===== src/rtl/led_pkg.sv =====
// led_pkg: shared mode encodings, LED reload constants and pattern helpers
// for the key-driven LED pattern engine.
package led_pkg;

   typedef enum logic [1:0] {
      MODE_RUN_R = 2'd0,
      MODE_RUN_L = 2'd1,
      MODE_BLINK = 2'd2
   } mode_e;

   localparam logic [3:0] LED_RESET        = 4'b0001;
   localparam logic [3:0] LED_RELOAD_RUN   = 4'b0001;
   localparam logic [3:0] LED_RELOAD_BLINK = 4'b0000;
   localparam logic [3:0] KEY_IDLE         = 4'b1111;
   localparam logic [1:0] SPEED_MAX        = 2'd3;

   function automatic mode_e next_mode(input mode_e m);
      return (m == MODE_RUN_R) ? MODE_RUN_L :
             (m == MODE_RUN_L) ? MODE_BLINK : MODE_RUN_R;
   endfunction

   function automatic logic [3:0] reload_led(input mode_e m);
      return (m == MODE_BLINK) ? LED_RELOAD_BLINK : LED_RELOAD_RUN;
   endfunction

   function automatic logic [3:0] step_led(input logic [3:0] l, input mode_e m);
      return (m == MODE_RUN_R) ? {l[0], l[3:1]} :
             (m == MODE_RUN_L) ? {l[2:0], l[3]} : ~l;
   endfunction

endpackage


===== src/rtl/led_tick_gen.sv =====
// led_tick_gen: speed-scaled step timer; emits a 1-cycle tick every
// BASE_TICK >> speed cycles while enabled.
module led_tick_gen #(
   parameter int                 CNT_W     = 26,
   parameter logic [CNT_W-1:0]   BASE_TICK = 26'd50_000_000
) (
   input  logic       clk,
   input  logic       rstn,
   input  logic       en,
   input  logic       clr,
   input  logic [1:0] speed,
   output logic       tick
);

   logic [CNT_W-1:0] cnt_q, cnt_d, period;

   // >= rather than == so a speed raise mid-count ticks at once instead of wrapping
   always_comb begin
      period = BASE_TICK >> speed;
      tick   = en && (cnt_q >= period - CNT_W'(1));
      cnt_d  = (!en || clr || tick) ? '0 : cnt_q + CNT_W'(1);
   end

   always_ff @(posedge clk or negedge rstn)
      if (!rstn) cnt_q <= '0;
      else       cnt_q <= cnt_d;

endmodule


===== src/rtl/key_led_mode_ctrl.sv =====
// key_led_mode_ctrl: turns debounced key press events into run/mode/speed
// control of a 4-LED pattern engine.
module key_led_mode_ctrl
   import led_pkg::*;
#(
   parameter int               CNT_W     = 26,
   parameter logic [CNT_W-1:0] BASE_TICK = 26'd50_000_000
) (
   input  logic       clk,
   input  logic       rstn,
   input  logic       flag,
   input  logic [3:0] key_v,
   output logic [3:0] led,
   output logic       running,
   output logic [1:0] mode,
   output logic [1:0] speed
);

   logic [3:0] key_prev_q, key_prev_d, led_q, led_d, press;
   logic       running_q, running_d, tick;
   mode_e      mode_q, mode_d;
   logic [1:0] speed_q, speed_d;

   led_tick_gen #(.CNT_W(CNT_W), .BASE_TICK(BASE_TICK)) u_tick (
      .clk   (clk),
      .rstn  (rstn),
      .en    (running_q),
      .clr   (press[0] | press[1]),
      .speed (speed_q),
      .tick  (tick)
   );

   // Keys are active-low, so a press is a 1->0 transition between strobes
   always_comb begin
      press      = flag ? (key_prev_q & ~key_v) : 4'b0000;
      key_prev_d = flag ? key_v : key_prev_q;
      running_d  = running_q ^ press[0];
      mode_d     = press[1] ? next_mode(mode_q) : mode_q;
      speed_d    = (press[2] && !press[3] && speed_q != SPEED_MAX) ? speed_q + 2'd1 :
                   (press[3] && !press[2] && speed_q != 2'd0)      ? speed_q - 2'd1 : speed_q;
      led_d      = press[1]               ? reload_led(mode_d) :
                   (tick && !press[0])    ? step_led(led_q, mode_q) : led_q;
   end

   always_ff @(posedge clk or negedge rstn)
      if (!rstn) begin
         key_prev_q <= KEY_IDLE;
         running_q  <= 1'b0;
         mode_q     <= MODE_RUN_R;
         speed_q    <= 2'd0;
         led_q      <= LED_RESET;
      end else begin
         key_prev_q <= key_prev_d;
         running_q  <= running_d;
         mode_q     <= mode_d;
         speed_q    <= speed_d;
         led_q      <= led_d;
      end

   assign led     = led_q;
   assign running = running_q;
   assign mode    = mode_q;
   assign speed   = speed_q;

endmodule


===== config.mk =====
export PLATFORM = sky130hd
export DESIGN_NAME = key_led_mode_ctrl
export DESIGN_NICKNAME = d
export VERILOG_FILES = /design/src/rtl/led_pkg.sv /design/src/rtl/led_tick_gen.sv /design/src/rtl/key_led_mode_ctrl.sv
export SDC_FILE = /design/constraint.sdc
export NUM_CORES = 1
export LEC_CHECK = 0
export ABC_AREA = 1
export CAP_MARGIN = 15
export CORE_MARGIN = 3
export CORE_UTILIZATION = 45
export DETAILED_ROUTE_END_ITERATION = 16
export GPL_TIMING_DRIVEN = 0
export HOLD_SLACK_MARGIN = 0.12
export PLACE_DENSITY = 0.64
export RECOVER_POWER = 25
export SLEW_MARGIN = 20
export SYNTH_ARGS = -nofsm -noshare
export SYNTH_HDL_FRONTEND = slang
export SYNTH_SLANG_ARGS = --single-unit
export TNS_END_PERCENT = 30

===== constraint.sdc =====
create_clock -name clk -period 2.7 [get_ports clk]
set_input_delay 0.54 -clock clk [delete_from_list [all_inputs] [get_ports clk]]
set_output_delay 0.54 -clock clk [all_outputs]
set_load 0.02 [all_outputs]

# After elaboration in Yosys (flattened, before gate mapping)
# Index checks and enable logic that the tools add are counted.
# word_totals
mem_bits_ro	0
ram_bits	0
out_inout_bits	9
mem_count	0
latchBits	0
reg_bits	39
# classes
n_mux	12
mul	0
eq_ne	3
n_div	0
n_reduce_logical	16
n_bitwise	5
addsub	4
n_shift	1
magnitude_cmp	1
# op_table
operator	n
26-bit by 1-bit adder with 26-bit output (second input constant)	1
26-bit greater-or-equal comparator	1
26-bit 2-to-1 mux	1
26-bit by 2-bit >> shifter with 26-bit output (first input constant)	1
26-bit by 1-bit subtractor with 26-bit output (second input constant)	1
4-bit 2-to-1 mux	5
2-bit 2-to-1 mux	5
4-bit NOT	2
1-bit logical AND	6
2-bit nonzero test	3
4-bit AND	1
1-bit logical NOT	4
2-bit by 1-bit adder with 2-bit output (second input constant)	1
2-bit by 1-bit equality test with 1-bit output (second input constant)	1
2-bit equality test (second input constant)	1
2-bit logical NOT	1
1-bit logical OR	2
2-bit != test (second input constant)	1
2-bit by 1-bit subtractor with 2-bit output (second input constant)	1
1-bit 2-to-1 mux	1
1-bit bitwise OR	1
1-bit bitwise XOR	1

# Logic depth before layout (Yosys ltp)
# Gate-level depths: netlist of run 1.
# logic_depth
depth_word	8
depth_mapped	16

# By module
# Synthesis of run 1 repeated with hierarchy kept, for this count alone.
# hier_totals
cells_unflattened	385
hier_area_um2	2826.5
# modules_own_cells
module	instances	cells_each	area_each_um2	seq_area_each_um2
led_tick_gen	1	294	2122.0	650.6
key_led_mode_ctrl	1	91	704.4	331.6

# Worst setup path after synthesis of run 1
# No wires, ideal clock.
# synth_path
path_type	reg2reg
start	register speed_q[1] (netlist: speed[1])
end	register u_tick.cnt_q[13]
required_ps	2581
setup_ps	119
path_stages_with_launch	13
slack_ps	397
path_buffers	2
period_less_slack_ps	2303
arrival_ps	2184
path_cell_list	dfrtp_1 -> buf_6 -> nor2_1 -> inv_1 -> ha_1 -> nand2_1 -> nor2_1 -> nand3_2 -> nor2_1 -> nand3_2 -> nand4_4 -> buf_6 -> nor2_1
# synth_between
elab_chain_cells	6
# synth_lines
item	line	source
from (decl)	key_led_mode_ctrl.sv:22	logic [1:0] speed_q, speed_d;
from (signal assigned)	key_led_mode_ctrl.sv:56	speed_q <= speed_d;
26-bit by 2-bit >> shifter with 26-bit output	led_tick_gen.sv:19	period = BASE_TICK >> speed;
26-bit by 1-bit subtractor with 26-bit output	led_tick_gen.sv:20	tick = en && (cnt_q >= period - CNT_W'(1));
26-bit greater-or-equal comparator	led_tick_gen.sv:20	
1-bit logical AND	led_tick_gen.sv:20	
1-bit logical OR	led_tick_gen.sv:21	cnt_d = (!en || clr || tick) ? '0 : cnt_q + CNT_W'(1);
26-bit 2-to-1 mux	led_tick_gen.sv:21	
named net u_tick.cnt_d[13]	led_tick_gen.sv:15	logic [CNT_W-1:0] cnt_q, cnt_d, period;
to (signal assigned)	led_tick_gen.sv:26	else cnt_q <= cnt_d;
to (decl)	led_tick_gen.sv:15	
# The timed path passes the listed nets, and every way through them passes these cells.
# A chain may end at the register's enable or synchronous reset.

# Final worst setup path of run 1
# layout_path
start	register speed_q[1] (netlist: speed[1])
end	register u_tick.cnt_q[22]
# Same word-level chain as after synthesis.

==> metrics, run 1 <==
outcome=finished, final reports clean; RSZ-0062 raised after global routing=false; CP delay by family, top=simple AND/OR/NAND/NOR gates; PwrDens=653.0 mW/mm^2; fmax=405.8 MHz; core area=0.005642 mm^2; detailed-route via count=2,245; Final #Nets=404; GP Congestion=0.8222; Clk Tree Root Cell=clkbuf_8; DR WL/cell=13.10 um; CP Data Arrival Time=2690 ps; max_cap viols=0; initial antenna violation count=0; CTS Hold Bufs=0; part of the cycle the worst path needs=0.9127; Layout area overhead=13.82%; CP Cell Sequence=buf_6, nand2_1, ha_1, ha_1, nand2_1, inv_1, o21ai_0, nand3_1, nand3_2, nand4_4, buf_6, nor2_1; Port Buf Inserts=15; DRC viols=0; Starting Density=0.4784; post-layout util=0.5445; total die area=0.006963 mm^2; Slew Limit Fails=0; mapped cell area=0.002699 mm^2; largest net degree at the start of global routing=22; Leakage Power=1.457 nW; CP required=2930 ps; Vias/cell=5.000; max_slew headroom=0.1844; die width=83.45 um; max incr delay on CP=450 ps; Critical Path Start Type=flop; Die H=83.45 um; clk buf depth=2; worst path bufs/invs=3; Synth cell types=34; Setup violations, final=0; Place WS=-33.55 ps; top_reg_cell synth=dfrtp_1; Clk Latency, worst-skew pair=290 ps; Detailed Routing Iterations Pass 1=4; # rows=27; I/O Pins=16; total clock sinks=39; Antenna Violating Nets Remaining=0; Syn Area/Cell=7.667 um^2; gr usage total=0.1820; Final Hold Fails=0; worst slew pin tran=1223 ps; Ant. Diodes=0; Post-DP HPWL=4.699 mm; Setup Skew=9.083 ps; Max FO, Critical Path=10; share of layout cells above drive strength 1=0.1061; register area share after synthesis=0.3639; worst hold path type=input port to asynchronous set/reset pin; commonest non-fill, non-tap cell in the layout=nand2_1; total CTS buffers=5; post-layout minimum cycle time=2464 ps; Crit. End Element=flop; first-pass GRT wire length=10.27 mm; CTS H-tree depth=2; yosys warns=0; post-synthesis instance total=352; CTS tree=done; Worst VDD drop=0.2974 mV; grt ovf=0; worst setup margin=235.8 ps; CP Class=flop to flop; final wirelength=5.883 mm; post-synthesis async set-or-reset flop share=1.000; Filler cells=553; detailed router's first-iteration violation count=137; Post-synth EDFFs=0; Critical Path Stages=12; clock transition at the registers of the reported paths=80 ps; R2R depth=12; most frequent cells in the layout=nand2_1, nor2_1, inv_1; Worst path slowest cell=dfrtp_1; post-synthesis register bit count=39; vias in the first global route=2,096
metal layers:
layer  global-route usage  routed length (um)  vias up
met5                    0                   0        -
met2               0.2660                2531       38
li1                     -                   -     1195
met4              0.03947                  48        0
met3              0.03571                 204        4
met1               0.2769                3099     1008
worst reg2reg max path: cells and delay by family, from the launching register on:
family / cells / cell delay [ps]
AOI/OAI and AO/OA: 1 / 130
DFF: 1 / 450
adders and majority gates: 2 / 620
buffers and inverters: 3 / 430
and+or+nand+nor: 6 / 780
kinds of logic after synthesis:
group	synth area share
compound gates	0.04729
flops	0.3639
simple gates	0.3584
buf+inv	0.07835
xor+xnor	0.05192
fa+ha+maj	0.09736
other cells	0.002783
final timing paths:
kind / from / to / slack (ps)
max: speed[1]$_DFFE_PN0P_ / u_tick.cnt_q[22]$_DFF_PN0_ / 240
min: rstn / u_tick.cnt_q[4]$_DFF_PN0_ / 380
max reg2reg: speed[1]$_DFFE_PN0P_ / u_tick.cnt_q[22]$_DFF_PN0_ / 240
min reg2reg: key_prev_q[3]$_DFFE_PN1P_ / key_prev_q[3]$_DFFE_PN1P_ / 490
max in group asynchronous: rstn / mode[1]$_DFF_PN0_ / 670
min in group clk: key_prev_q[3]$_DFFE_PN1P_ / key_prev_q[3]$_DFFE_PN1P_ / 490
timing repair:
item | CTS | global route
buffers inserted | 0 | 0
endpoints found under the setup margin | 20 | 24
cloned | 0 | 0
gates resized for setup | 1 | 2
Yosys cell counts, types with 2 or more instances:
master,n,area share
nor3_1,11,0.020
inv_2,2,0.0028
nand2_4,2,0.0083
nand2_1,72,0.10
nand3_1,19,0.035
nand2_2,2,0.0046
nand3_2,6,0.022
a31oi_1,2,0.0046
xnor2_1,6,0.019
inv_1,42,0.058
nor4_1,2,0.0046
ha_1,21,0.097
nor2_1,63,0.088
a221oi_1,2,0.0065
o22ai_1,2,0.0046
nor2_2,6,0.014
nor3b_1,2,0.0056
o21ai_0,4,0.0074
nand4_1,14,0.032
conb_1,2,0.0028
nor2_4,3,0.013
buf_6,3,0.013
xor2_1,10,0.032
dfrtp_1,34,0.32
dfstp_2,5,0.049
a21oi_1,7,0.013
registers in the layout, summed over array words and instances (netlist names):
| name | flops |
|---|---|
| running | 1 |
| u_tick.cnt_q | 26 |
| key_prev_q | 4 |
| led | 4 |
| mode | 2 |
| speed | 2 |
where the power goes:
group | internal [W] | leakage, nW | total, W | switching (W)
clock network | 0.000304 | 0.0618 | 0.000520 | 0.000216
logic | 0.000292 | 0.877 | 0.000748 | 0.000456
registers | 0.000654 | 0.518 | 0.000738 | 0.0000845
total | 0.00125 | 1.46 | 0.00201 | 0.000756
per-stage QoR:
stage / std cells / total power, W / hold WS [ps] / TNS [ps] / area (um^2)
floorplan: 353 / 0.001246 / 244.4 / 0 / 2703
global placement: 440 / 0.001479 / 479.6 / -542.3 / 2943
detailed placement: 441 / 0.001493 / 482.6 / -443.8 / 2965
CTS: 449 / 0.002034 / 191.9 / 0 / 3089
global route: 449 / 0.002171 / 462.6 / 0 / 3072
finish: 449 / 0.002006 / 384.7 / 0 / 3072
area by class of cell:
cell class	count	area [um^2]	share of cell area
Multi-Input combinational cell	265	1519	0.4945
Tap cell	72	90.09	0.02933
Buffer	5	46.29	0.01507
Clock buffer	6	82.58	0.02688
Timing Repair Buffer	16	147.6	0.04807
Sequential cell	39	982.2	0.3198
Inverter	44	165.2	0.05377
Clock inverter	2	38.79	0.01263
Note: power is estimated with default switching activity, not from simulation.
==> run 2: changes to the inputs <==
--- a/config.mk
+++ b/config.mk
@@ -17,5 +17,6 @@
 export SLEW_MARGIN = 20
 export SYNTH_ARGS = -nofsm -noshare
 export SYNTH_HDL_FRONTEND = slang
+export SYNTH_HIERARCHICAL = 1
 export SYNTH_SLANG_ARGS = --single-unit
 export TNS_END_PERCENT = 30
==> metrics, run 2 <==
part of the cycle the worst path needs=0.8985; Leakage Power=1.539 nW; Worst path slowest cell=dfrtp_1; largest cells by area after synthesis=dfrtp_1, nand2_1, ha_1; M2 GR Usage=0.2860; initial antenna violation count=0; gr usage total=0.1843; Post-DP HPWL=4.972 mm; Critical Path Start Type=flop; PwrDens=630.9 mW/mm^2; internal power=0.001197 W; Antenna Violating Nets Remaining=0; Syn Area/Cell=7.341 um^2; detailed router's first-iteration violation count=106; commonest cells in the netlist=nand2_1, inv_1, nor2_1; grt ovf=0; CTS tree=done; Post-synth EDFFs=0; total CTS buffers=5; share of the synthesized area in the top cell type=0.3010; Setup violations, final=0; DRC viols=0; clock share of power=0.186; share of layout cells above drive strength 1=0.1189; RSZ-0062 raised after global routing=false; worst setup margin=274.1 ps; CP Class=flop to flop; largest net degree at the start of global routing=21; Max FO, Critical Path=10; GRT met1 Usage=0.2656; Final #Nets=439; most numerous cell on the critical path=nand2_1; Port Buf Inserts=15; Ant. Diodes=0; post-layout minimum cycle time=2426 ps; vias in the first global route=2,233; I/O Pins=16; Layout area overhead=12.66%; commonest non-fill, non-tap cell in the layout=nand2_1; Worst VDD drop=0.4135 mV; fmax=412.2 MHz; mapped cell area=0.002826 mm^2; Setup Skew=4.970 ps; CP Cell Sequence=buf_6, nor2_4, inv_1, ha_1, nand2_1, nor2_1, nand3_1, nor2_2, nand3_2, nand3_1, nand2_1, inv_1, nand2_1, nor2_1, nand2_1, nand2_1; max reg flops=26; Clk Tree Root Cell=clkbuf_8; part of the power in combinational logic=0.435; first-pass GRT wire length=10.56 mm; worst slew pin tran=1076 ps; total clock sinks=39; max incr delay on CP=400 ps; Synth cell types=33; register area share after synthesis=0.3475; clk buf depth=2; max_cap viols=0; Switching Fraction=0.4043; clock transition at the registers of the reported paths=70 ps; # rows=28; CP required=2920 ps; final wirelength=6.059 mm; Most Crowded Layer GR=met2; Starting Density=0.4718; top_reg_cell synth=dfrtp_1; detailed-route via count=2,445; post-synthesis async set-or-reset flop share=1.000; Psw=0.0008123 W; CP Data Arrival Time=2650 ps; Die H=85.25 um; Sequential Power Share=0.379; worst hold path type=input port to asynchronous set/reset pin; Sum Neg Setup Slack=0 ps; GP Congestion=0.8721; Filler cells=593; Vias/cell=5.021; die width=85.25 um; Final Hold Fails=0; total die area=0.007268 mm^2; outcome=finished, final reports clean; most frequent cells in the layout=nand2_1, inv_1, nor2_1; Crit. End Element=flop; Detailed Routing Iterations Pass 1=4; Clk Latency, worst-skew pair=290 ps; max_slew headroom=0.2827; core area=0.005991 mm^2; most frequent cell after synthesis=nand2_1; GR Layer Usage met3=0.02913; Most flops, register=u_tick/cnt_q; Place WS=28.23 ps; yosys warns=6; post-synthesis register bit count=39; CTS H-tree depth=2; Yosys top cell by area=dfrtp_1; Slew Limit Fails=0; post-synthesis instance total=385; DR WL/cell=12.44 um
[run 2: changes by cell type in the layout (fill, tap and decap cells not counted), moves of 4 or more]
cell / previous run / this run
inv_1: 42 / 57
nand2_1: 72 / 99
nor2_1: 61 / 48
nor2_2: 7 / 16
nor3_1: 11 / 7
o21ai_0: 4 / 8
[run 2: worst max-delay path, delay by kind of cell, from the launching register on]
| kind | cells | cell delay (ps) |
|---|---|---|
| flops | 1 | 400 |
| buf+inv | 3 | 370 |
| fa+ha+maj | 1 | 320 |
| simple gates | 12 | 1270 |
[run 2: per-stage QoR]
stage / cells / hold slack (ps) / utilization / cell area, um^2 / total power (W)
detailed placement: 477 / 481.8 / 0.5169 / 3097 / 0.001608
global route: 487 / 511.2 / 0.5315 / 3184 / 0.002190
finish: 487 / 422.2 / 0.5315 / 3184 / 0.002009
global placement: 476 / 476.9 / 0.5132 / 3074 / 0.001589
floorplan: 386 / 244.4 / - / 2830 / 0.001331
CTS: 485 / 223.4 / 0.5303 / 3177 / 0.001994
[run 2: kinds of logic after synthesis]
| family | share of synthesized area |
|---|---|
| adder cells (fa/ha/maj) | 0.09296 |
| buffers and inverters | 0.09341 |
| AND/OR/NAND/NOR | 0.3630 |
| flip-flops | 0.3475 |
| AO/OA/AOI/OAI | 0.04471 |
| XOR/XNOR | 0.05578 |
| other | 0.002657 |
[run 2: area by class of cell]
cell class                      count  area (um^2)  area share
Clock buffer                        8        80.08     0.02515
Sequential cell                    39        983.4      0.3088
Timing Repair Buffer               18        162.7     0.05108
Tap cell                           75        93.84     0.02947
Multi-Input combinational cell    283         1594      0.5006
Buffer                              4        42.54     0.01336
Inverter                           60        227.7     0.07151
[run 2: what timing repair did]
action | in CTS | in global routing
endpoints found under the setup margin | 0 | 22
hold buffers | 0 | 0
buffers inserted | 0 | 2
endpoints found under the hold margin | 0 | 0
resized for setup | 0 | 6
[run 2: path summary, 6_finish.rpt]
kind	startpoint	end	slack, ps	cells past startpoint
setup / recovery	speed[1]$_DFFE_PN0P_	led[2]$_DFFE_PN0P_	270	16
max in group asynchronous	rstn	speed[0]$_DFFE_PN0P_	690	2
min in group clk	key_prev_q[1]$_DFFE_PN1P_	key_prev_q[1]$_DFFE_PN1P_	500	2
hold reg to reg	key_prev_q[1]$_DFFE_PN1P_	key_prev_q[1]$_DFFE_PN1P_	500	2
hold / removal	rstn	running$_DFF_PN0_	420	1
setup reg to reg	speed[1]$_DFFE_PN0P_	led[2]$_DFFE_PN0P_	270	16
[run 2: per-layer routing]
layer | vias to the layer above | wire length, um | part of all wire
li1 | 1271 | - | -
met5 | - | 0 | 0
met1 | 1127 | 3054 | 0.50
met4 | 0 | 49 | 0.0081
met2 | 43 | 2741 | 0.45
met3 | 4 | 214 | 0.035
[run 2: power by group through the flow]
stage / clock network (W) / registers [W] / logic [W]
global route: 0.000421 / 0.000774 / 0.000996
floorplan: 0 / 0.000810 / 0.000521
detailed placement: 0 / 0.000774 / 0.000834
global placement: 0 / 0.000768 / 0.000821
CTS: 0.000390 / 0.000764 / 0.000840
finish: 0.000374 / 0.000760 / 0.000874
